`config.mk`:
```
export PLATFORM = sky130hd
export DESIGN_NAME = mac_tx_flat
export DESIGN_NICKNAME = d
export VERILOG_FILES = /design/src/rtl/mac_tx_if.sv /design/src/rtl/mac_tx.sv /design/src/flat_wrapper.sv
export SDC_FILE = /design/constraint.sdc
export NUM_CORES = 1
export LEC_CHECK = 0
export ABC_AREA = 1
export BUFFER_PORTS_ARGS = -buffer_cell sky130_fd_sc_hd__buf_2
export CAP_MARGIN = 20
export CORE_UTILIZATION = 50
export DETAILED_ROUTE_END_ITERATION = 8
export GPL_TIMING_DRIVEN = 0
export PLACE_DENSITY = 0.64
export SETUP_SLACK_MARGIN = 0.05
export SYNTH_ARGS = -nofsm -noshare
export SYNTH_HDL_FRONTEND = slang
export SYNTH_SLANG_ARGS = --single-unit
```
`constraint.sdc`:
```
create_clock -name clk -period 3.7 [get_ports clk]
set_input_delay 0.185 -clock clk [delete_from_list [all_inputs] [get_ports clk]]
set_output_delay 0.185 -clock clk [all_outputs]
set_load 0.03 [all_outputs]
```
`src/rtl/mac_tx_if.sv`:
```
// mac_tx_if: upstream handshake/stream and GMII transmit signals of the MAC TX stage
interface mac_tx_if;
    logic       mac_tx_req;
    logic       mac_tx_ack;
    logic       mac_tx_ready;
    logic       mac_data_req;
    logic [7:0] mac_tx_data;
    logic       mac_tx_end;
    logic       mac_send_end;
    logic       mac_tx_busy;
    logic       mac_tx_err;
    logic       gmii_tx_en;
    logic [7:0] gmii_txd;
    modport master (
        output mac_tx_req, mac_tx_ready, mac_tx_data, mac_tx_end,
        input  mac_tx_ack, mac_data_req, mac_send_end, mac_tx_busy, mac_tx_err, gmii_tx_en, gmii_txd
    );
    modport slave (
        input  mac_tx_req, mac_tx_ready, mac_tx_data, mac_tx_end,
        output mac_tx_ack, mac_data_req, mac_send_end, mac_tx_busy, mac_tx_err, gmii_tx_en, gmii_txd
    );
endinterface

```
`src/rtl/mac_tx.sv`:
```
// mac_tx: Ethernet MAC TX stage (preamble/SFD, CRC-32 FCS, IFG); define MAC_TX_PAD_EN to zero-pad frames to 60 bytes
module mac_tx #(
    parameter int REQ_LAT       = 2,
    parameter int IFG_CYCLES    = 12,
    parameter int READY_TIMEOUT = 65535,
    parameter int MAX_LEN       = 1514
) (
    input logic     clk,
    input logic     rst,
    mac_tx_if.slave io_mac
);
    typedef enum logic [3:0] {
        S_IDLE, S_ACK, S_WAIT, S_PRE, S_DATA, S_FCS, S_IFG, S_END
`ifdef MAC_TX_PAD_EN
        , S_PAD
`endif
    } state_t;

    state_t      r_state;
    logic [15:0] r_cnt;
    logic [15:0] r_len;
    logic [31:0] r_crc;
    logic        r_ack;
    logic        r_data_req;
    logic        r_send_end;
    logic        r_err;
    logic        r_tx_en;
    logic [7:0]  r_txd;
    logic        w_sample;
    logic [15:0] w_len_nx;
    logic [31:0] w_fcs;

    function automatic logic [31:0] crc_byte(input logic [31:0] c, input logic [7:0] d);
        logic [31:0] r;
        r = c ^ {24'h0, d};
        for (int i = 0; i < 8; i++) r = r[0] ? (r >> 1) ^ 32'hEDB88320 : r >> 1;
        return r;
    endfunction

    assign w_sample = (r_state == S_DATA) || (r_state == S_PRE && r_cnt == 16'd7);
    assign w_len_nx = r_len + 16'd1;
    assign w_fcs    = ~r_crc;
`ifdef MAC_TX_PAD_EN
    logic w_short;
    assign w_short  = w_len_nx < 16'd60;
`endif

    assign io_mac.mac_tx_ack   = r_ack;
    assign io_mac.mac_data_req = r_data_req;
    assign io_mac.mac_send_end = r_send_end;
    assign io_mac.mac_tx_err   = r_err;
    assign io_mac.mac_tx_busy  = r_state != S_IDLE;
    assign io_mac.gmii_tx_en   = r_tx_en;
    assign io_mac.gmii_txd     = r_txd;

    // Frame sequencer; every output is registered and shows the byte chosen on the previous edge
    always_ff @(posedge clk or posedge rst) begin
        if (rst) begin
            r_state    <= S_IDLE;
            r_cnt      <= '0;
            r_len      <= '0;
            r_crc      <= '1;
            r_ack      <= 1'b0;
            r_data_req <= 1'b0;
            r_send_end <= 1'b0;
            r_err      <= 1'b0;
            r_tx_en    <= 1'b0;
            r_txd      <= '0;
        end else begin
            r_ack      <= 1'b0;
            r_data_req <= 1'b0;
            r_send_end <= 1'b0;
            r_err      <= 1'b0;
            if (w_sample) begin
                r_txd <= io_mac.mac_tx_data;
                r_crc <= crc_byte(r_crc, io_mac.mac_tx_data);
                r_len <= w_len_nx;
                r_cnt <= '0;
                if (io_mac.mac_tx_end) begin
`ifdef MAC_TX_PAD_EN
                    r_state <= w_short ? S_PAD : S_FCS;
`else
                    r_state <= S_FCS;
`endif
                end else if (w_len_nx == 16'(MAX_LEN)) begin
                    r_state <= S_FCS;
                    r_err   <= 1'b1;
                end else begin
                    r_state <= S_DATA;
                end
            end else begin
                case (r_state)
                    S_IDLE: if (io_mac.mac_tx_req) begin
                        r_state <= S_ACK;
                        r_ack   <= 1'b1;
                    end
                    S_ACK: begin
                        r_state <= S_WAIT;
                        r_cnt   <= '0;
                    end
                    S_WAIT: if (io_mac.mac_tx_ready) begin
                        r_state    <= S_PRE;
                        r_cnt      <= '0;
                        r_tx_en    <= 1'b1;
                        r_txd      <= 8'h55;
                        r_data_req <= REQ_LAT == 7;
                    end else if (r_cnt + 16'd1 == 16'(READY_TIMEOUT)) begin
                        r_state <= S_IDLE;
                    end else begin
                        r_cnt <= r_cnt + 16'd1;
                    end
                    S_PRE: begin
                        r_cnt      <= r_cnt + 16'd1;
                        r_txd      <= r_cnt == 16'd6 ? 8'hD5 : 8'h55;
                        r_data_req <= r_cnt == 16'(6 - REQ_LAT);
                    end
`ifdef MAC_TX_PAD_EN
                    S_PAD: begin
                        r_txd <= 8'h00;
                        r_crc <= crc_byte(r_crc, 8'h00);
                        r_len <= w_len_nx;
                        if (w_len_nx == 16'd60) r_state <= S_FCS;
                    end
`endif
                    S_FCS: begin
                        r_txd <= 8'(w_fcs >> {r_cnt[1:0], 3'b000});
                        r_cnt <= r_cnt == 16'd3 ? 16'd0 : r_cnt + 16'd1;
                        if (r_cnt == 16'd3) r_state <= S_IFG;
                    end
                    S_IFG: begin
                        r_tx_en <= 1'b0;
                        r_txd   <= 8'h00;
                        r_cnt   <= r_cnt + 16'd1;
                        if (r_cnt == 16'(IFG_CYCLES)) begin
                            r_state    <= S_END;
                            r_send_end <= 1'b1;
                        end
                    end
                    S_END: begin
                        r_state <= S_IDLE;
                        r_crc   <= '1;
                        r_len   <= '0;
                        r_cnt   <= '0;
                    end
                    default: r_state <= S_IDLE;
                endcase
            end
        end
    end
endmodule

```
`src/flat_wrapper.sv`:
```
// flat-port wrapper written by rule: the top's interface ports become plain ports
module mac_tx_flat 
#(
    parameter int REQ_LAT       = 2,
    parameter int IFG_CYCLES    = 12,
    parameter int READY_TIMEOUT = 65535,
    parameter int MAX_LEN       = 1514
)
  (clk, rst, io_mac_mac_tx_req, io_mac_mac_tx_ready, io_mac_mac_tx_data, io_mac_mac_tx_end, io_mac_mac_tx_ack, io_mac_mac_data_req, io_mac_mac_send_end, io_mac_mac_tx_busy, io_mac_mac_tx_err, io_mac_gmii_tx_en, io_mac_gmii_txd);
  mac_tx_if io_mac_i ();
  input logic clk;
  input logic rst;
  input wire logic [$bits(io_mac_i.mac_tx_req)-1:0] io_mac_mac_tx_req;
  input wire logic [$bits(io_mac_i.mac_tx_ready)-1:0] io_mac_mac_tx_ready;
  input wire logic [$bits(io_mac_i.mac_tx_data)-1:0] io_mac_mac_tx_data;
  input wire logic [$bits(io_mac_i.mac_tx_end)-1:0] io_mac_mac_tx_end;
  output wire logic [$bits(io_mac_i.mac_tx_ack)-1:0] io_mac_mac_tx_ack;
  output wire logic [$bits(io_mac_i.mac_data_req)-1:0] io_mac_mac_data_req;
  output wire logic [$bits(io_mac_i.mac_send_end)-1:0] io_mac_mac_send_end;
  output wire logic [$bits(io_mac_i.mac_tx_busy)-1:0] io_mac_mac_tx_busy;
  output wire logic [$bits(io_mac_i.mac_tx_err)-1:0] io_mac_mac_tx_err;
  output wire logic [$bits(io_mac_i.gmii_tx_en)-1:0] io_mac_gmii_tx_en;
  output wire logic [$bits(io_mac_i.gmii_txd)-1:0] io_mac_gmii_txd;
  assign io_mac_i.mac_tx_req = io_mac_mac_tx_req;
  assign io_mac_i.mac_tx_ready = io_mac_mac_tx_ready;
  assign io_mac_i.mac_tx_data = io_mac_mac_tx_data;
  assign io_mac_i.mac_tx_end = io_mac_mac_tx_end;
  assign io_mac_mac_tx_ack = io_mac_i.mac_tx_ack;
  assign io_mac_mac_data_req = io_mac_i.mac_data_req;
  assign io_mac_mac_send_end = io_mac_i.mac_send_end;
  assign io_mac_mac_tx_busy = io_mac_i.mac_tx_busy;
  assign io_mac_mac_tx_err = io_mac_i.mac_tx_err;
  assign io_mac_gmii_tx_en = io_mac_i.gmii_tx_en;
  assign io_mac_gmii_txd = io_mac_i.gmii_txd;
  mac_tx #(.REQ_LAT(REQ_LAT), .IFG_CYCLES(IFG_CYCLES), .READY_TIMEOUT(READY_TIMEOUT), .MAX_LEN(MAX_LEN)) u_core (.clk(clk), .rst(rst), .io_mac(io_mac_i));
endmodule
```
==> results of run 1 <==
## cell families after synthesis
family / share of synthesized area, %
compound gates: 10.57
xor+xnor: 8.491
fa+ha+maj: 2.217
buf+inv: 9.510
flops: 36.18
simple gates: 33.03
## worst max-delay path: stages, from the launching register on
cell and delay, ps:
dfrtp_1 420, ha_1 290, nand2_1 150, nor3_1 190
nand3b_1 140, nand2_2 250, inv_2 130, nand2_1 140
buf_2 290, buf_2 300, o22ai_1 110
## cells in the final DEF, fill, tap and decap left out, drive strengths merged
cell type,count
a211oi,2
a21oi,24
a22oi,2
a31oi,3
a32oi,1
buf,40
clkbuf,19
clkinv,5
clkinvlp,1
dfrtp,48
dfstp,32
dlygate4sd3,1
ha,10
inv,113
nand2,251
nand2b,1
nand3,64
nand3b,6
nand4,17
nor2,74
nor3,11
o211ai,9
o21ai,36
o22ai,26
o311ai,1
or2,7
xnor2,20
xor2,33
## worst paths after layout
kind | from | endpoint | slack [ps]
worst min register to register | u_core.io_mac.gmii_txd[2]$_DFFE_PP0P_ | u_core.io_mac.gmii_txd[2]$_DFFE_PP0P_ | 480
worst max-delay path | u_core.r_cnt[1]$_DFFE_PP0P_ | u_core.r_len[15]$_DFFE_PP0P_ | 1130
min in group asynchronous | rst | u_core.r_len[5]$_DFFE_PP0P_ | 320
worst min-delay path | io_mac_mac_tx_end | u_core.io_mac.mac_tx_err$_DFF_PP0_ | 40
worst max register to register | u_core.r_cnt[1]$_DFFE_PP0P_ | u_core.r_len[15]$_DFFE_PP0P_ | 1130
max in group asynchronous | rst | u_core.r_crc[30]$_DFFE_PP1P_ | 2750
## sequential cells by signal, summed over array words and instances (netlist names)
name and cells:
u_core.io_mac.mac_tx_ack 1, u_core.r_crc 32, u_core.io_mac.gmii_txd 8, u_core.r_state 3, u_core.io_mac.mac_data_req 1, u_core.r_cnt 16, u_core.io_mac.mac_send_end 1, u_core.r_len 16
u_core.io_mac.mac_tx_err 1, u_core.io_mac.gmii_tx_en 1
## stage by stage
stage / total power (W) / setup slack [ps]
3_5_place_dp: 0.003032 / 1157
2_1_floorplan: 0.002599 / 1516
3_3_place_gp: 0.002977 / 472.1
5_1_grt: 0.004170 / 908.5
4_1_cts: 0.003877 / 1139
6_report: 0.003884 / 1135
## metal layers
metal	up-vias	share of wire, %	GRT usage [%]
met5	-	0	0
met4	0	2.5	11.45
met3	33	7.0	5.666
met2	167	47	48.41
met1	2535	44	37.90
li1	2692	-	-
## synth_stat cells, types with 2 or more instances
cell type,n
nand2_2,4
dfrtp_1,48
nand3_1,64
o22ai_1,26
inv_1,109
buf_4,4
a22oi_1,2
a21oi_1,24
clkbuf_1,6
nor3_2,2
nand4_1,16
clkinv_1,3
inv_2,4
dfstp_2,32
nor3_1,9
nor2_2,4
nand3b_1,6
ha_1,10
nor2_1,68
buf_2,6
o211ai_1,9
a211oi_1,2
xnor2_1,19
nand2_1,246
a31oi_1,3
xor2_1,32
or2_2,7
nor2_4,2
buf_1,2
o21ai_0,35
## final cells by class
class	instances	area [µm²]
inverter	116	437.9
clock buffer	13	250.2
tap	140	175.2
buffer	19	101.3
fill	1070	4678
sequential	80	2042
clock inverter	3	17.52
multi-input combinational	598	3065
timing repair buffer	28	167.7
## power by group
part,internal (W),switching (W)
Sequential,0.00113,0.000141
Clock,0.000471,0.000360
Combinational,0.000615,0.00117
==> impl_metrics.env, run 1 <==
export IMPL_status="finished clean"
export IMPL_synth_seq_area_share_pct=36.18
export IMPL_finClkSkew_ps=8.330
export IMPL_min_path_type="input pin to flip-flop"
export IMPL_final_antenna_net_count=0
export IMPL_io_buffers=26
export IMPL_antenna_cells=0
export IMPL_cts_tree="yes"
export IMPL_leakage_nw=3.067
export IMPL_yosys_area_top_type="dfrtp_1"
export IMPL_layout_drive_gt1_share_pct=12.95
export IMPL_synth_main_ff_cell="dfrtp_1"
export IMPL_post_dp_hpwl_um=11550
export IMPL_cts_root_buf="clkbuf_16"
export IMPL_min_path_cells=2
export IMPL_cellPowerDensity_mw_per_mm2=620.8
export IMPL_syn_inst=813
export IMPL_synth_top_area_share_pct=21.28
export IMPL_cap_violations=0
export IMPL_maxSlewViolCount=0
export IMPL_maxSlewHeadroom_pct=49.71
export IMPL_synth_nets=836
export IMPL_core_mm2=0.01094
export IMPL_io_pins=27
export IMPL_arrival_ps=2770
export IMPL_wl_per_cell_um=15.91
export IMPL_postLayoutCellArea_mm2=0.006257
export IMPL_synth_seq_cells=80
export IMPL_finalCritPeriodShare_pct=69.33
export IMPL_clkSlewWorstSetupHoldPaths_ps=60
export IMPL_clkSinkCount=80
export IMPL_drcViolationCount=0
export IMPL_cts_setup_buffers=0
export IMPL_synth_edf_count=0
export IMPL_dr_first_iter_drc_count=352
export IMPL_initial_core_util_pct=51.61
export IMPL_worst_setup_path_end_kind="flip-flop"
export IMPL_cts_inserted_buffers=9
export IMPL_nNetsFinal=875
export IMPL_postCtsHoldBufs=1
export IMPL_finalSetupViolations=0
export IMPL_reg2regPathDepth=10
export IMPL_dpl_instance_area_mm2=0.005979
export IMPL_post_cts_resized=0
export IMPL_synth_cell_types=39
export IMPL_hold_ws_ps=37.24
export IMPL_fin_cells=997
export IMPL_critPathMaxFanout=10
export IMPL_grt_max_degree=65
export IMPL_crit_required_ps=3910
export IMPL_grt_antenna_before_repair=0
export IMPL_fp_dieArea_mm2=0.01172
export IMPL_final_util_pct=57.22
export IMPL_tightest_slew_ps=754.3
export IMPL_dpl_cell_count=980
export IMPL_viasPerCell=5.443
export IMPL_fin_setup_tns_ps=0
export IMPL_dieHeight_um=108.2
export IMPL_cts_buffer_depth=2
export IMPL_die_w_um=108.2
export IMPL_path_class="flip-flop to flip-flop"
export IMPL_peakVddDrop_mv=0.4079
export IMPL_worstSkewPairLatency_ps=350
export IMPL_ctsHtreeMaxLevel=3
export IMPL_grt_remaining_overflow=0
export IMPL_first_global_vias=5143
export IMPL_grt_setup_unrepaired="false"
export IMPL_synthTopCellsByArea="dfrtp_1, nand2_1, dfstp_2, inv_1, nand3_1"
export IMPL_clock_fmax_mhz=389.8
export IMPL_critPathLaunchType="flip-flop"
export IMPL_dr_pass1_iters=7
export IMPL_grt_usage_pct=29.37
export IMPL_via_count=5427
export IMPL_grt_pass1_wl_um=25960
export IMPL_num_rows=38
export IMPL_routed_wirelength_um=15870
export IMPL_async_flop_share_pct=100.0
export IMPL_fin_crit_ps=2565
export IMPL_syn_area_mm2=0.005644
export IMPL_syn_to_final_growth_pct=10.86
export IMPL_avgSynthCellArea_um2=6.942
export IMPL_yosys_warnings=0
export IMPL_hold_viol_final=0
export IMPL_place_congestion=0.9487
(Power assumes the default switching activity.)
==> run 2: changes to the inputs <==
- ABC_AREA: 1 -> 0
- PLACE_DENSITY: 0.64 -> 0.67
- clock period: 3.7 -> 2.3 ns (I/O delays scaled with it)
==> impl_metrics.env, run 2 <==
export IMPL_status="finished, violations left"
export IMPL_violations="negative setup slack"
export IMPL_cts_tree="yes"
export IMPL_synth_top_area_share_pct=22.88
export IMPL_io_buffers=26
export IMPL_hold_viol_final=0
export IMPL_viasPerCell=6.061
export IMPL_layout_drive_gt1_share_pct=36.46
export IMPL_final_antenna_net_count=0
export IMPL_syn_area_mm2=0.005249
export IMPL_switching_share_pct=39.57
export IMPL_grt_setup_unrepaired="true"
export IMPL_setup_ws_ps=-364.0
export IMPL_critPathLaunchType="flip-flop"
export IMPL_clock_fmax_mhz=375.4
export IMPL_fin_setup_tns_ps=-7284
export IMPL_dieHeight_um=104.5
export IMPL_synth_seq_cells=80
export IMPL_reg_largest_list="u_core.r_crc (32), u_core.r_cnt (16), u_core.r_len (16)"
export IMPL_maxSlewViolCount=0
export IMPL_avgSynthCellArea_um2=9.034
export IMPL_finClkSkew_ps=10.45
export IMPL_peakVddDrop_mv=0.3771
export IMPL_worst_setup_path_end_kind="flip-flop"
export IMPL_power_frac_seq_pct=33.0
export IMPL_die_w_um=104.5
export IMPL_place_congestion=0.8952
export IMPL_cts_root_buf="clkbuf_8"
export IMPL_pwr_share_clk_pct=21.7
export IMPL_cts_inserted_buffers=9
export IMPL_ys_top_cells_by_count="nor2_1, xnor2_1, a21oi_1"
export IMPL_finalSetupViolations=63
export IMPL_dr_first_iter_drc_count=375
export IMPL_wl_per_cell_um=19.22
export IMPL_final_cell_mix="nor2_1, a21oi_1, xnor2_1"
export IMPL_grt_pass1_wl_um=25050
export IMPL_p_sw_w=0.001952
export IMPL_critPathMaxFanout=6
export IMPL_drcViolationCount=0
export IMPL_synth_edf_count=0
export IMPL_clkSinkCount=80
export IMPL_core_mm2=0.01023
export IMPL_tightest_slew_ps=741.6
export IMPL_num_rows=37
export IMPL_initial_core_util_pct=51.30
export IMPL_via_count=4897
export IMPL_yosys_area_top_type="dfrtp_1"
export IMPL_synth_nets=604
export IMPL_io_pins=27
export IMPL_synthTopCellsByArea="dfrtp_1, dfstp_2, xnor2_1, a21oi_1, nor2_1"
export IMPL_yosys_warnings=0
export IMPL_arrival_ps=2920
export IMPL_cellPowerDensity_mw_per_mm2=713.9
export IMPL_ctsHtreeMaxLevel=3
export IMPL_first_global_vias=4856
export IMPL_p_int_w=0.002981
export IMPL_fp_dieArea_mm2=0.01091
export IMPL_synth_cell_types=58
export IMPL_fin_crit_ps=2664
export IMPL_grt_remaining_overflow=0
export IMPL_async_flop_share_pct=100.0
export IMPL_p_total_w=0.004932
export IMPL_n_fill_cell=768
export IMPL_hold_ws_ps=20.55
export IMPL_grt_usage_pct=29.20
export IMPL_antenna_cells=0
export IMPL_path_class="flip-flop to flip-flop"
export IMPL_cts_buffer_depth=2
export IMPL_leakage_nw=2.771
export IMPL_nNetsFinal=690
export IMPL_crit_required_ps=2560
export IMPL_synth_seq_area_share_pct=38.90
export IMPL_largest_reg_flops=32
export IMPL_clkSlewWorstSetupHoldPaths_ps=80
export IMPL_syn_inst=581
export IMPL_cap_violations=0
export IMPL_routed_wirelength_um=15530
export IMPL_pwr_share_comb_pct=45.2
export IMPL_finalCritPeriodShare_pct=115.8
export IMPL_grt_max_degree=31
export IMPL_syn_to_final_growth_pct=31.63
export IMPL_dr_pass1_iters=5
export IMPL_top_register="u_core.r_crc"
export IMPL_worstSkewPairLatency_ps=370
export IMPL_mostFrequentLayoutCell="nor2_1"
export IMPL_min_path_type="input pin to flip-flop"
export IMPL_grt_antenna_before_repair=0
export IMPL_maxSlewHeadroom_pct=50.20
export IMPL_synth_main_ff_cell="dfrtp_1"
export IMPL_post_dp_hpwl_um=9548
export IMPL_yosysMostFrequentCell="nor2_1"
run 2: final cells by class:
type / instances / area [µm²] / share of cell area (%)
well taps: 136 / 170.2 / 2.463
flip-flops and latches: 80 / 2051 / 29.68
multi-input cells: 453 / 3542 / 51.27
inverters: 11 / 47.55 / 0.6882
plain buffers: 36 / 327.8 / 4.745
clock inverters: 5 / 57.56 / 0.8330
clock buffers: 11 / 131.4 / 1.901
repair buffers: 76 / 581.8 / 8.421
run 2: path summary, 6_finish.rpt:
| path | startpoint | to | slack, ps | cells past startpoint |
|---|---|---|---|---|
| max in group asynchronous | rst | u_core.r_crc[18]$_DFFE_PP1P_ | 1110 | 5 |
| min in group asynchronous | rst | u_core.r_cnt[2]$_DFFE_PP0P_ | 360 | 3 |
| worst max-delay path | u_core.r_cnt[5]$_DFFE_PP0P_ | u_core.r_cnt[13]$_DFFE_PP0P_ | -360 | 9 |
| worst min-delay path | io_mac_mac_tx_data[1] | u_core.io_mac.gmii_txd[1]$_DFFE_PP0P_ | 20 | 3 |
| worst min register to register | u_core.r_crc[28]$_DFFE_PP1P_ | u_core.r_crc[28]$_DFFE_PP1P_ | 530 | 2 |
| worst max register to register | u_core.r_cnt[5]$_DFFE_PP0P_ | u_core.r_cnt[13]$_DFFE_PP0P_ | -360 | 9 |
run 2: worst max-delay path, stage by stage, from the launching register on:
cell and delay, ps:
dfrtp_2 480, nor4_1 420, and3_1 310, buf_6 160, a31oi_4 100, and2_4 190, or3_4 380, buf_8 160
buf_4 130, o41ai_2 230
run 2: cell families after synthesis:
kind of cell,share of synthesized area [%]
muxes,4.195
adders and majority gates,2.384
buffers and inverters,4.267
DFF,38.90
AOI/OAI and AO/OA,17.88
and+or+nand+nor,18.52
xor gates and xnor gates,13.85
run 2: stage by stage:
stage,utilization [%],instance area (µm²),setup slack (ps),cells
floorplan,-,5313,26.27,581
global placement,54.86,5613,-415.6,743
detailed placement,55.25,5653,-456.7,745
CTS,65.12,6663,-103.7,806
global route,67.53,6909,-404.1,808
finish,67.53,6909,-364.0,808
run 2: routing by layer:
metal  routed length, µm  global-route usage, %
met1                6675                  37.98
met2                7467                  47.02
met3                 964                  6.328
met4                 425                  12.14
met5                   0                      0
run 2: power by group through the flow:
stage | registers (W) | clock network, W | logic, W
2_1_floorplan | 0.00175 | 0 | 0.00109
3_3_place_gp | 0.00165 | 0 | 0.00156
3_5_place_dp | 0.00165 | 0 | 0.00160
4_1_cts | 0.00163 | 0.00108 | 0.00206
5_1_grt | 0.00164 | 0.00114 | 0.00237
6_report | 0.00163 | 0.00107 | 0.00223
run 2: what timing repair did:
item	in CTS	in global routing
gates cloned	1	1
hold buffers	5	0
pin swaps	22	4
hold endpoints to repair	25	0
gates resized for setup	103	57
setup endpoints to repair	78	75
setup buffers	40	1
